**src/rtl/data_mem_ctrl_if.sv**
```systemverilog
// Signal bundle between the pipeline/backing memory and the data memory controller.
// The slave modport is the controller's view; the master modport is the environment's view.
interface data_mem_ctrl_if;
  logic [2:0]  MEM_READ;
  logic [2:0]  MEM_WRITE;
  logic [31:0] ADDRESS;
  logic [31:0] WRITE_DATA;
  logic [31:0] READ_DATA;
  logic        BUSY_WAIT;
  logic        MISALIGN;
  logic        TIMEOUT_ERR;
  logic [29:0] MEM_ADDR;
  logic [31:0] MEM_WDATA;
  logic [3:0]  MEM_BYTE_EN;
  logic        MEM_RD;
  logic        MEM_WR;
  logic [31:0] MEM_RDATA;
  logic        MEM_ACK;

  modport slave (
    input  MEM_READ, MEM_WRITE, ADDRESS, WRITE_DATA, MEM_RDATA, MEM_ACK,
    output READ_DATA, BUSY_WAIT, MISALIGN, TIMEOUT_ERR, MEM_ADDR, MEM_WDATA,
           MEM_BYTE_EN, MEM_RD, MEM_WR
  );

  modport master (
    output MEM_READ, MEM_WRITE, ADDRESS, WRITE_DATA, MEM_RDATA, MEM_ACK,
    input  READ_DATA, BUSY_WAIT, MISALIGN, TIMEOUT_ERR, MEM_ADDR, MEM_WDATA,
           MEM_BYTE_EN, MEM_RD, MEM_WR
  );
endinterface

```
**src/rtl/data_mem_ctrl.sv**
```systemverilog
// Data memory controller: stalls the pipeline, issues one aligned load/store to a
// handshaked backing memory, aligns/extends load data, and flags misalign/timeout.
module data_mem_ctrl #(
  parameter int TIMEOUT = 255
) (
  input  logic             CLK,
  input  logic             RESET,
  data_mem_ctrl_if.slave   bus,
  output logic [1:0]       state_o
);
  // Handshake: a request is held on MEM_READ/MEM_WRITE while BUSY_WAIT=1; the memory
  // strobe (MEM_RD/MEM_WR) stays high until MEM_ACK in the same cycle as MEM_RDATA.
  typedef enum logic [1:0] {IDLE = 2'd0, READ = 2'd1, WRITE = 2'd2, DONE = 2'd3} state_e;

  localparam logic [2:0] LD_LB = 3'd1, LD_LH = 3'd2, LD_LW = 3'd3, LD_LBU = 3'd4, LD_LHU = 3'd5;
  localparam logic [2:0] ST_SB = 3'd1, ST_SH = 3'd2, ST_SW = 3'd3;
  localparam logic [7:0] WAIT_LAST = 8'(TIMEOUT - 1);

  state_e      state_q, state_d;
  logic [31:0] addr_q, addr_d;
  logic [31:0] wdata_q, wdata_d;
  logic [2:0]  rcode_q, rcode_d;
  logic [2:0]  wcode_q, wcode_d;
  logic [7:0]  wait_q, wait_d;
  logic [31:0] rdata_q, rdata_d;
  logic        misalign_q, misalign_d;
  logic        timeout_q, timeout_d;

  logic [2:0]  rd_code, wr_code;
  logic        req_valid, misaligned;
  logic [7:0]  ld_byte;
  logic [15:0] ld_half;
  logic [31:0] ld_value;
  logic [3:0]  st_be;
  logic [31:0] st_wdata;

  // Undefined codes behave as no-op; a store wins over a simultaneous load.
  always_comb begin
    wr_code = (bus.MEM_WRITE <= ST_SW) ? bus.MEM_WRITE : 3'd0;
    rd_code = (bus.MEM_READ <= LD_LHU) ? bus.MEM_READ : 3'd0;
    if (wr_code != 3'd0) rd_code = 3'd0;
    req_valid  = (rd_code != 3'd0) || (wr_code != 3'd0);
    misaligned = (((rd_code == LD_LH) || (rd_code == LD_LHU) || (wr_code == ST_SH)) && bus.ADDRESS[0])
              || (((rd_code == LD_LW) || (wr_code == ST_SW)) && (bus.ADDRESS[1:0] != 2'b00));
  end

  always_comb begin
    ld_byte  = bus.MEM_RDATA[{addr_q[1:0], 3'b000} +: 8];
    ld_half  = addr_q[1] ? bus.MEM_RDATA[31:16] : bus.MEM_RDATA[15:0];
    ld_value = bus.MEM_RDATA;
    case (rcode_q)
      LD_LB:   ld_value = {{24{ld_byte[7]}}, ld_byte};
      LD_LH:   ld_value = {{16{ld_half[15]}}, ld_half};
      LD_LBU:  ld_value = {24'd0, ld_byte};
      LD_LHU:  ld_value = {16'd0, ld_half};
      default: ld_value = bus.MEM_RDATA;
    endcase
    st_be    = 4'b1111;
    st_wdata = wdata_q;
    case (wcode_q)
      ST_SB: begin
        st_be    = 4'b0001 << addr_q[1:0];
        st_wdata = {4{wdata_q[7:0]}};
      end
      ST_SH: begin
        st_be    = addr_q[1] ? 4'b1100 : 4'b0011;
        st_wdata = {2{wdata_q[15:0]}};
      end
      default: begin
        st_be    = 4'b1111;
        st_wdata = wdata_q;
      end
    endcase
  end

  always_comb begin
    state_d         = state_q;
    addr_d          = addr_q;
    wdata_d         = wdata_q;
    rcode_d         = rcode_q;
    wcode_d         = wcode_q;
    wait_d          = wait_q;
    rdata_d         = rdata_q;
    misalign_d      = 1'b0;
    timeout_d       = 1'b0;
    bus.BUSY_WAIT   = 1'b0;
    bus.MEM_RD      = 1'b0;
    bus.MEM_WR      = 1'b0;
    bus.MEM_BYTE_EN = 4'b0000;
    case (state_q)
      IDLE: begin
        if (req_valid) begin
          bus.BUSY_WAIT = 1'b1;
          addr_d        = bus.ADDRESS;
          wdata_d       = bus.WRITE_DATA;
          rcode_d       = rd_code;
          wcode_d       = wr_code;
          wait_d        = 8'd0;
          if (misaligned) begin
            misalign_d = 1'b1;
            state_d    = DONE;
          end else begin
            state_d = (wr_code != 3'd0) ? WRITE : READ;
          end
        end
      end
      READ, WRITE: begin
        bus.BUSY_WAIT   = 1'b1;
        bus.MEM_RD      = (state_q == READ);
        bus.MEM_WR      = (state_q == WRITE);
        bus.MEM_BYTE_EN = (state_q == WRITE) ? st_be : 4'b0000;
        if (bus.MEM_ACK) begin
          if (state_q == READ) rdata_d = ld_value;
          state_d = DONE;
        end else if (wait_q == WAIT_LAST) begin
          timeout_d = 1'b1;
          state_d   = DONE;
        end else begin
          wait_d = wait_q + 8'd1;
        end
      end
      default: state_d = IDLE;
    endcase
  end

  always_ff @(posedge CLK) begin
    if (RESET) begin
      state_q    <= IDLE;
      addr_q     <= 32'd0;
      wdata_q    <= 32'd0;
      rcode_q    <= 3'd0;
      wcode_q    <= 3'd0;
      wait_q     <= 8'd0;
      rdata_q    <= 32'd0;
      misalign_q <= 1'b0;
      timeout_q  <= 1'b0;
    end else begin
      state_q    <= state_d;
      addr_q     <= addr_d;
      wdata_q    <= wdata_d;
      rcode_q    <= rcode_d;
      wcode_q    <= wcode_d;
      wait_q     <= wait_d;
      rdata_q    <= rdata_d;
      misalign_q <= misalign_d;
      timeout_q  <= timeout_d;
    end
  end

  assign bus.READ_DATA   = rdata_q;
  assign bus.MISALIGN    = misalign_q;
  assign bus.TIMEOUT_ERR = timeout_q;
  assign bus.MEM_ADDR    = ((state_q == READ) || (state_q == WRITE)) ? addr_q[31:2] : bus.ADDRESS[31:2];
  assign bus.MEM_WDATA   = st_wdata;
  assign state_o         = state_q;
endmodule

```
**src/flat_wrapper.sv**
```systemverilog
// flat-port wrapper written by rule: the top's interface ports become plain ports
module data_mem_ctrl_flat 
#(
  parameter int TIMEOUT = 255
)
  (CLK, RESET, state_o, bus_MEM_READ, bus_MEM_WRITE, bus_ADDRESS, bus_WRITE_DATA, bus_MEM_RDATA, bus_MEM_ACK, bus_READ_DATA, bus_BUSY_WAIT, bus_MISALIGN, bus_TIMEOUT_ERR, bus_MEM_ADDR, bus_MEM_WDATA, bus_MEM_BYTE_EN, bus_MEM_RD, bus_MEM_WR);
  data_mem_ctrl_if bus_i ();
  input  logic CLK;
  input  logic RESET;
  output logic [1:0] state_o;
  input wire logic [$bits(bus_i.MEM_READ)-1:0] bus_MEM_READ;
  input wire logic [$bits(bus_i.MEM_WRITE)-1:0] bus_MEM_WRITE;
  input wire logic [$bits(bus_i.ADDRESS)-1:0] bus_ADDRESS;
  input wire logic [$bits(bus_i.WRITE_DATA)-1:0] bus_WRITE_DATA;
  input wire logic [$bits(bus_i.MEM_RDATA)-1:0] bus_MEM_RDATA;
  input wire logic [$bits(bus_i.MEM_ACK)-1:0] bus_MEM_ACK;
  output wire logic [$bits(bus_i.READ_DATA)-1:0] bus_READ_DATA;
  output wire logic [$bits(bus_i.BUSY_WAIT)-1:0] bus_BUSY_WAIT;
  output wire logic [$bits(bus_i.MISALIGN)-1:0] bus_MISALIGN;
  output wire logic [$bits(bus_i.TIMEOUT_ERR)-1:0] bus_TIMEOUT_ERR;
  output wire logic [$bits(bus_i.MEM_ADDR)-1:0] bus_MEM_ADDR;
  output wire logic [$bits(bus_i.MEM_WDATA)-1:0] bus_MEM_WDATA;
  output wire logic [$bits(bus_i.MEM_BYTE_EN)-1:0] bus_MEM_BYTE_EN;
  output wire logic [$bits(bus_i.MEM_RD)-1:0] bus_MEM_RD;
  output wire logic [$bits(bus_i.MEM_WR)-1:0] bus_MEM_WR;
  assign bus_i.MEM_READ = bus_MEM_READ;
  assign bus_i.MEM_WRITE = bus_MEM_WRITE;
  assign bus_i.ADDRESS = bus_ADDRESS;
  assign bus_i.WRITE_DATA = bus_WRITE_DATA;
  assign bus_i.MEM_RDATA = bus_MEM_RDATA;
  assign bus_i.MEM_ACK = bus_MEM_ACK;
  assign bus_READ_DATA = bus_i.READ_DATA;
  assign bus_BUSY_WAIT = bus_i.BUSY_WAIT;
  assign bus_MISALIGN = bus_i.MISALIGN;
  assign bus_TIMEOUT_ERR = bus_i.TIMEOUT_ERR;
  assign bus_MEM_ADDR = bus_i.MEM_ADDR;
  assign bus_MEM_WDATA = bus_i.MEM_WDATA;
  assign bus_MEM_BYTE_EN = bus_i.MEM_BYTE_EN;
  assign bus_MEM_RD = bus_i.MEM_RD;
  assign bus_MEM_WR = bus_i.MEM_WR;
  data_mem_ctrl #(.TIMEOUT(TIMEOUT)) u_core (.CLK(CLK), .RESET(RESET), .bus(bus_i), .state_o(state_o));
endmodule
```
**config.mk**
```make
export PLATFORM = sky130hd
export DESIGN_NAME = data_mem_ctrl_flat
export DESIGN_NICKNAME = d
export VERILOG_FILES = /design/src/rtl/data_mem_ctrl_if.sv /design/src/rtl/data_mem_ctrl.sv /design/src/flat_wrapper.sv
export SDC_FILE = /design/constraint.sdc
export NUM_CORES = 1
export LEC_CHECK = 0
export CORE_ASPECT_RATIO = 1.25
export CORE_MARGIN = 5
export CORE_UTILIZATION = 42
export CTS_CLUSTER_DIAMETER = 100
export DETAILED_ROUTE_END_ITERATION = 10
export PLACE_DENSITY = 0.78
export SLEW_MARGIN = 0
export SYNTH_ARGS = -nofsm -noshare
export SYNTH_HDL_FRONTEND = slang
export SYNTH_SLANG_ARGS = --single-unit
export TNS_END_PERCENT = 5
```
**constraint.sdc**
```tcl
create_clock -name CLK -period 1.9 [get_ports CLK]
set_input_delay 0.38 -clock CLK [delete_from_list [all_inputs] [get_ports CLK]]
set_output_delay 0.38 -clock CLK [all_outputs]
set_load 0.02 [all_outputs]
```
# After elaboration in Yosys (flattened, before gate mapping)
# Cells that the tools add are included.
# W data, S select, Z words.
# word_totals
reg_bits,114
out_inout_bits,105
elab_cells,82
# op_classes
n_addsub,1
n_bitwise,3
shift,2
eq_ne,18
n_lt_le_gt_ge,2
mux,27
n_reduce_logical,20
# ops
cell,count
$pmux W32 S4,1
$pmux W32 S2,1
$shiftx A32 B6 Y8,1
$mux W30,1
$mux W8,3
$eq A3 B2 Y1 const B,6
$mux W16,1
$pmux W8 S2,1
$mux W4,3
$mux W2,5
$eq A3 B3 Y1 const B,3
$mux W3,3
$add A8 B1 Y8 const B,1
$eq A8 B8 Y1 const B,1
$pmux W4 S2,1
$eq A3 B1 Y1 const B,2
$logic_or A1 B1 Y1,6
$reduce_bool A3 Y1,2
$reduce_or A3 Y1,2
$mux W1,5
$ne A2 B2 Y1 const B,2
$pmux W2 S2,1
$reduce_and A2 Y1,2
$reduce_and A4 Y1,1
other kinds (14),18

# Longest topological paths before layout
# logic_depth
ltp_word,12
mapped_depth,8
depth_no_buf,6

# Worst setup path after synthesis
# OpenSTA, ideal clock, no wires.
# synth_timing
path_kind,register -> output
start,register u_core.state_q[0] (netlist: u_core.state_o[0])
end,output port bus_MEM_BYTE_EN[0]
path_buffers,2
slack_ns,-0.441
t_required_ns,1.520
path_stages_with_launch,7
t_arrival_ns,1.961
path_cell_list,dfxtp_1 inv_1 ha_1 clkbuf_1 clkbuf_1 nand2_1 nor2_1
# synth_via
elab_chain_cells,3
elab_cells_between_ends,5
cone_classes,2 x eq/ne; 2 x mux; 1 x reduce/logical
# synth_lines
item,line_no,text
start: declaration,data_mem_ctrl.sv:19,"state_e state_q, state_d;"
start signal: assignment,data_mem_ctrl.sv:138,state_q <= state_d;
$eq A2 B2 Y1 / $eq A2 B1 Y1 (equally long branches),"data_mem_ctrl.sv:90, data_mem_ctrl.sv:111",
$mux W4 / $reduce_or A2 Y1 (equally long branches),"data_mem_ctrl.sv:111, data_mem_ctrl.sv:90",
$mux W4 *,data_mem_ctrl.sv:90,case (state_q)
end: declaration,flat_wrapper.sv:23,output wire logic [$bits(bus_i.MEM_BYTE_EN)-1:0] bus_MEM_BYTE_EN;
# Every way passes the cells marked *; elsewhere a longest branch is shown, timed or not.

# Final worst setup path
# layout_timing
start,register u_core.state_q[0] (netlist: u_core.state_o[0])
end,output port bus_MEM_ADDR[3]
# layout_via
elab_chain_cells,3
elab_cells_between_ends,4
cone_classes,2 x eq/ne; 1 x mux; 1 x reduce/logical
# layout_lines
item,line_no,text
$eq A2 B1 Y1 / $eq A2 B2 Y1 (equally long branches),data_mem_ctrl.sv:153,assign bus.MEM_ADDR = ((state_q == READ) || (state_q == WRITE)) ? addr_q[31:2] : bus.ADDRESS[31:2];
$logic_or A1 B1 Y1 *,data_mem_ctrl.sv:153,
$mux W30 *,data_mem_ctrl.sv:153,
end: declaration,flat_wrapper.sv:21,output wire logic [$bits(bus_i.MEM_ADDR)-1:0] bus_MEM_ADDR;
# Marks and branches as above.

==> run metrics <==
# IOs=210; vias in the first global route=6935; Inst Count DP=1150; min-delay worst type=in -> reg; syn_nets=873; RSZ-0062 raised after global routing=yes; RePlAce Congestion=0.883; crit path to=bus_MEM_ADDR[3]; Reg-to-Reg Start=u_core.state_o[0]$_SDFFE_PP0P_; simple-gate share of the synthesized area=0.138; CTS buffer count=17; relative slew slack=0.569; Reg2Reg Capture Point=u_core.wait_q[4]$_SDFFE_PP0P_; largest family of logic cells by synthesized area=compound AO/OA/AOI/OAI gates; Die Span Y=146 µm; EDFF count, synth=0; Post-DRT Antenna Nets=0; Mapped Cells=761; count of final setup violators=67; antenna violations before repair=1; share of cells above drive strength 1=0.273; xor-xnor portion of the synthesized cell area=0.00424; Routed Wire Length=23400 µm; Rows=49; Die X=119 µm; Reg clk slew, reported paths=0.06 ns; Pins Over Slew Limit=0; number of H-tree levels=4; clock latency on the worst-skew pair=0.41 ns; FF+latch count, synth=114; Cell Area, Synth=6190 µm²; Remaining Overflow, GRT=0; final hold violation count=0; CTS Sinks=114; status=complete, but fails checks; WS Path Type=reg -> out; final period utilization=1.17; vias post-DR=7035; TritonCTS clock tree=done; arrival time worst endpoint=1.84 ns; WL/cell=19.6 µm; Setup WS post-layout=-0.316 ns; Area Overhead vs Synth=60.9%; Unique masters post-synth=66; min cycle time layout=2.22 ns; Post-synth top flop=dfxtp_1; average via count per standard cell=5.89; Cells on Worst Hold Path=3; reg2reg setup slack=-0.26 ns; Post-synth ARST share=0; Crit. Startpoint=u_core.state_o[0]$_SDFFE_PP0P_; Final Util=0.691; max_cap viols=0; worst clock skew=0.0119 ns; CP Capture Type=primary output; Synth Area in Compound Gates=0.296; GRT Overall Usage=0.248; pwr dens=1620 nW/µm²; hpwl dp=15300 µm; register area share after synthesis=0.369; Pwr Total=0.0161 W; fmax=451 MHz; first-pass GRT wire length=35600 µm; Syn Area/Cell=8.13 µm²; Critical Path RT=1.52 ns; layout net count=1114; largest net degree at the start of global routing=67; mux contribution to synthesized area=0.102; Worst-Margin Slew=0.647 ns; Worst VDD drop=1.10 mV; failing checks=negative setup slack; YS warnings=0; First-pass DRT Iterations=6; 1st-iter DRT viols=633; Synth Area in Adders=0.0141; Die ar.=17300 µm²; Root Buffer=clkbuf_16; CORE AREA=14400 µm²; DRC violations left=0; CTS max path bufs=2; LEAKAGE=4.09 nW; Port Buffers=209; Reg2Reg Depth=8; Setup crit start kind=flip-flop; Layout Cells excl Fill=1194; Initial Util=0.430; Max FO, Critical Path=4
-- registers in the layout (all words and copies together), names as in the netlist --
name                    flops
u_core.addr_q              32
u_core.bus.MISALIGN         1
u_core.bus.READ_DATA       32
u_core.wait_q               8
u_core.wdata_q             32
u_core.bus.TIMEOUT_ERR      1
u_core.wcode_q              3
u_core.state_o              2
u_core.rcode_q              3
-- power breakdown --
group	switching (W)	internal, W	total (W)
sequential	0.000346	0.00291	0.00326
clock	0.00118	0.00227	0.00345
combinational	0.00474	0.00467	0.00940
-- worst max-delay path: stages (launching register included) --
cell       delay (ns)
dfxtp_4          0.36
inv_4            0.04
ha_4             0.32
buf_12           0.13
clkbuf_16        0.14
mux2_4           0.31
buf_6            0.13
-- worst min path at each step --
stage | from | endpoint | slack, ns
2_1_floorplan | u_core.wait_q[5]$_SDFFE_PP0P_ | u_core.wait_q[5]$_SDFFE_PP0P_ | 0.45
3_5_place_dp | u_core.bus.READ_DATA[4]$_SDFFE_PP0P_ | u_core.bus.READ_DATA[4]$_SDFFE_PP0P_ | 0.46
4_1_cts | RESET | u_core.bus.READ_DATA[8]$_SDFFE_PP0P_ | 0.41
6_report | RESET | u_core.bus.READ_DATA[8]$_SDFFE_PP0P_ | 0.43
3_3_place_gp | u_core.bus.READ_DATA[2]$_SDFFE_PP0P_ | u_core.bus.READ_DATA[2]$_SDFFE_PP0P_ | 0.45
5_1_grt | RESET | u_core.bus.READ_DATA[8]$_SDFFE_PP0P_ | 0.45
-- kinds of logic (layout without fill, tap and decap cells) --
group | after synthesis | after routing
AOI/OAI and AO/OA | 312 | 312
xor gates and xnor gates | 3 | 3
adders and majority gates | 7 | 7
buffers and inverters | 101 | 355
DFF | 114 | 114
muxes | 56 | 56
other | 0 | 1
and+or+nand+nor | 168 | 168
-- layout make-up --
| type | instances | area, µm² |
|---|---|---|
| flip-flops and latches | 114 | 2300 |
| inverters | 22 | 86.3 |
| well taps | 178 | 223 |
| fillers | 1125 | 4450 |
| repair buffers | 301 | 2990 |
| diodes | 1 | 2.50 |
| clock inverters | 12 | 179 |
| multi-input cells | 546 | 3720 |
| clock buffers | 20 | 457 |
-- layout by cell type (no fill, tap or decap), types with 4 or more instances in the layout --
cell               n
a211o_2            4
a21oi_1          136
a31oi_1            8
a32o_1             8
buf_12            12
buf_2             11
buf_4             75
buf_6             53
bufinv_16          4
clkbuf_16         18
clkdlybuf4s50_1  138
clkinvlp_4         4
dfxtp_1          108
dfxtp_4            4
dlygate4sd2_1      6
ha_1               5
inv_1             17
mux2_2             6
mux2_4            41
mux2i_1            8
nand2_1           19
nand3_1           69
nand4_1            5
nor2_1            28
nor2_2             5
nor2b_1            4
o21ai_0           88
o21ai_1            4
o221a_1            7
o22ai_1           14
o31ai_1            7
or3_1              4
or4_1              4
-- cells in the mapped netlist, drive strengths merged (2+ instances only) --
master,count,share of area
nand3b,2,0.0024
and2,4,0.0040
clkbuf,53,0.034
or4,6,0.0073
a31oi,8,0.0081
buf,26,0.029
nor3b,2,0.0024
nand3,69,0.056
o2bb2ai,2,0.0028
a221oi,2,0.0038
and3,3,0.0030
dfxtp,114,0.37
inv,21,0.013
a22oi,3,0.0036
a211o,7,0.011
a22o,3,0.0042
nor3,2,0.0016
o221a,7,0.013
and4,2,0.0028
o21ai,93,0.075
nor2,33,0.020
nand4,5,0.0051
a211oi,3,0.0036
o22ai,16,0.016
nor2b,6,0.0061
a32o,8,0.013
a21oi,139,0.11
ha,7,0.014
mux2i,8,0.013
mux2,47,0.086
nand2b,2,0.0020
nand2,21,0.013
xnor2,2,0.0028
or3,5,0.0051
o31ai,7,0.0085
a21o,2,0.0024
-- metal layers --
metal,global-route usage,vias to the layer above,part of all wire
met5,0,-,0
met4,0.122,0,0.034
met3,0.0614,63,0.074
met2,0.423,331,0.51
met1,0.287,3341,0.38
li1,-,3300,-
-- what timing repair did --
| action | in CTS | in global routing |
|---|---|---|
| pin swaps | 15 | 3 |
| gates cloned | 2 | 1 |
| hold buffers | 0 | 0 |
| setup buffers | 4 | 5 |
| setup endpoints to repair | 102 | 126 |
| gates resized for setup | 318 | 110 |
-- metrics by stage --
| step | hold slack (ns) | setup TNS [ns] | setup WS, ns | instance area (µm²) |
|---|---|---|---|---|
| global placement | 0.449 | -41.65 | -0.564 | 8860 |
| finish | 0.431 | -15.49 | -0.316 | 9960 |
| global route | 0.447 | -19.32 | -0.353 | 9960 |
| floorplan | 0.448 | -1.33 | -0.0878 | 6240 |
| detailed placement | 0.458 | -46.04 | -0.588 | 8860 |
| CTS | 0.414 | -16.36 | -0.337 | 9540 |
(Power assumes the default switching activity.)
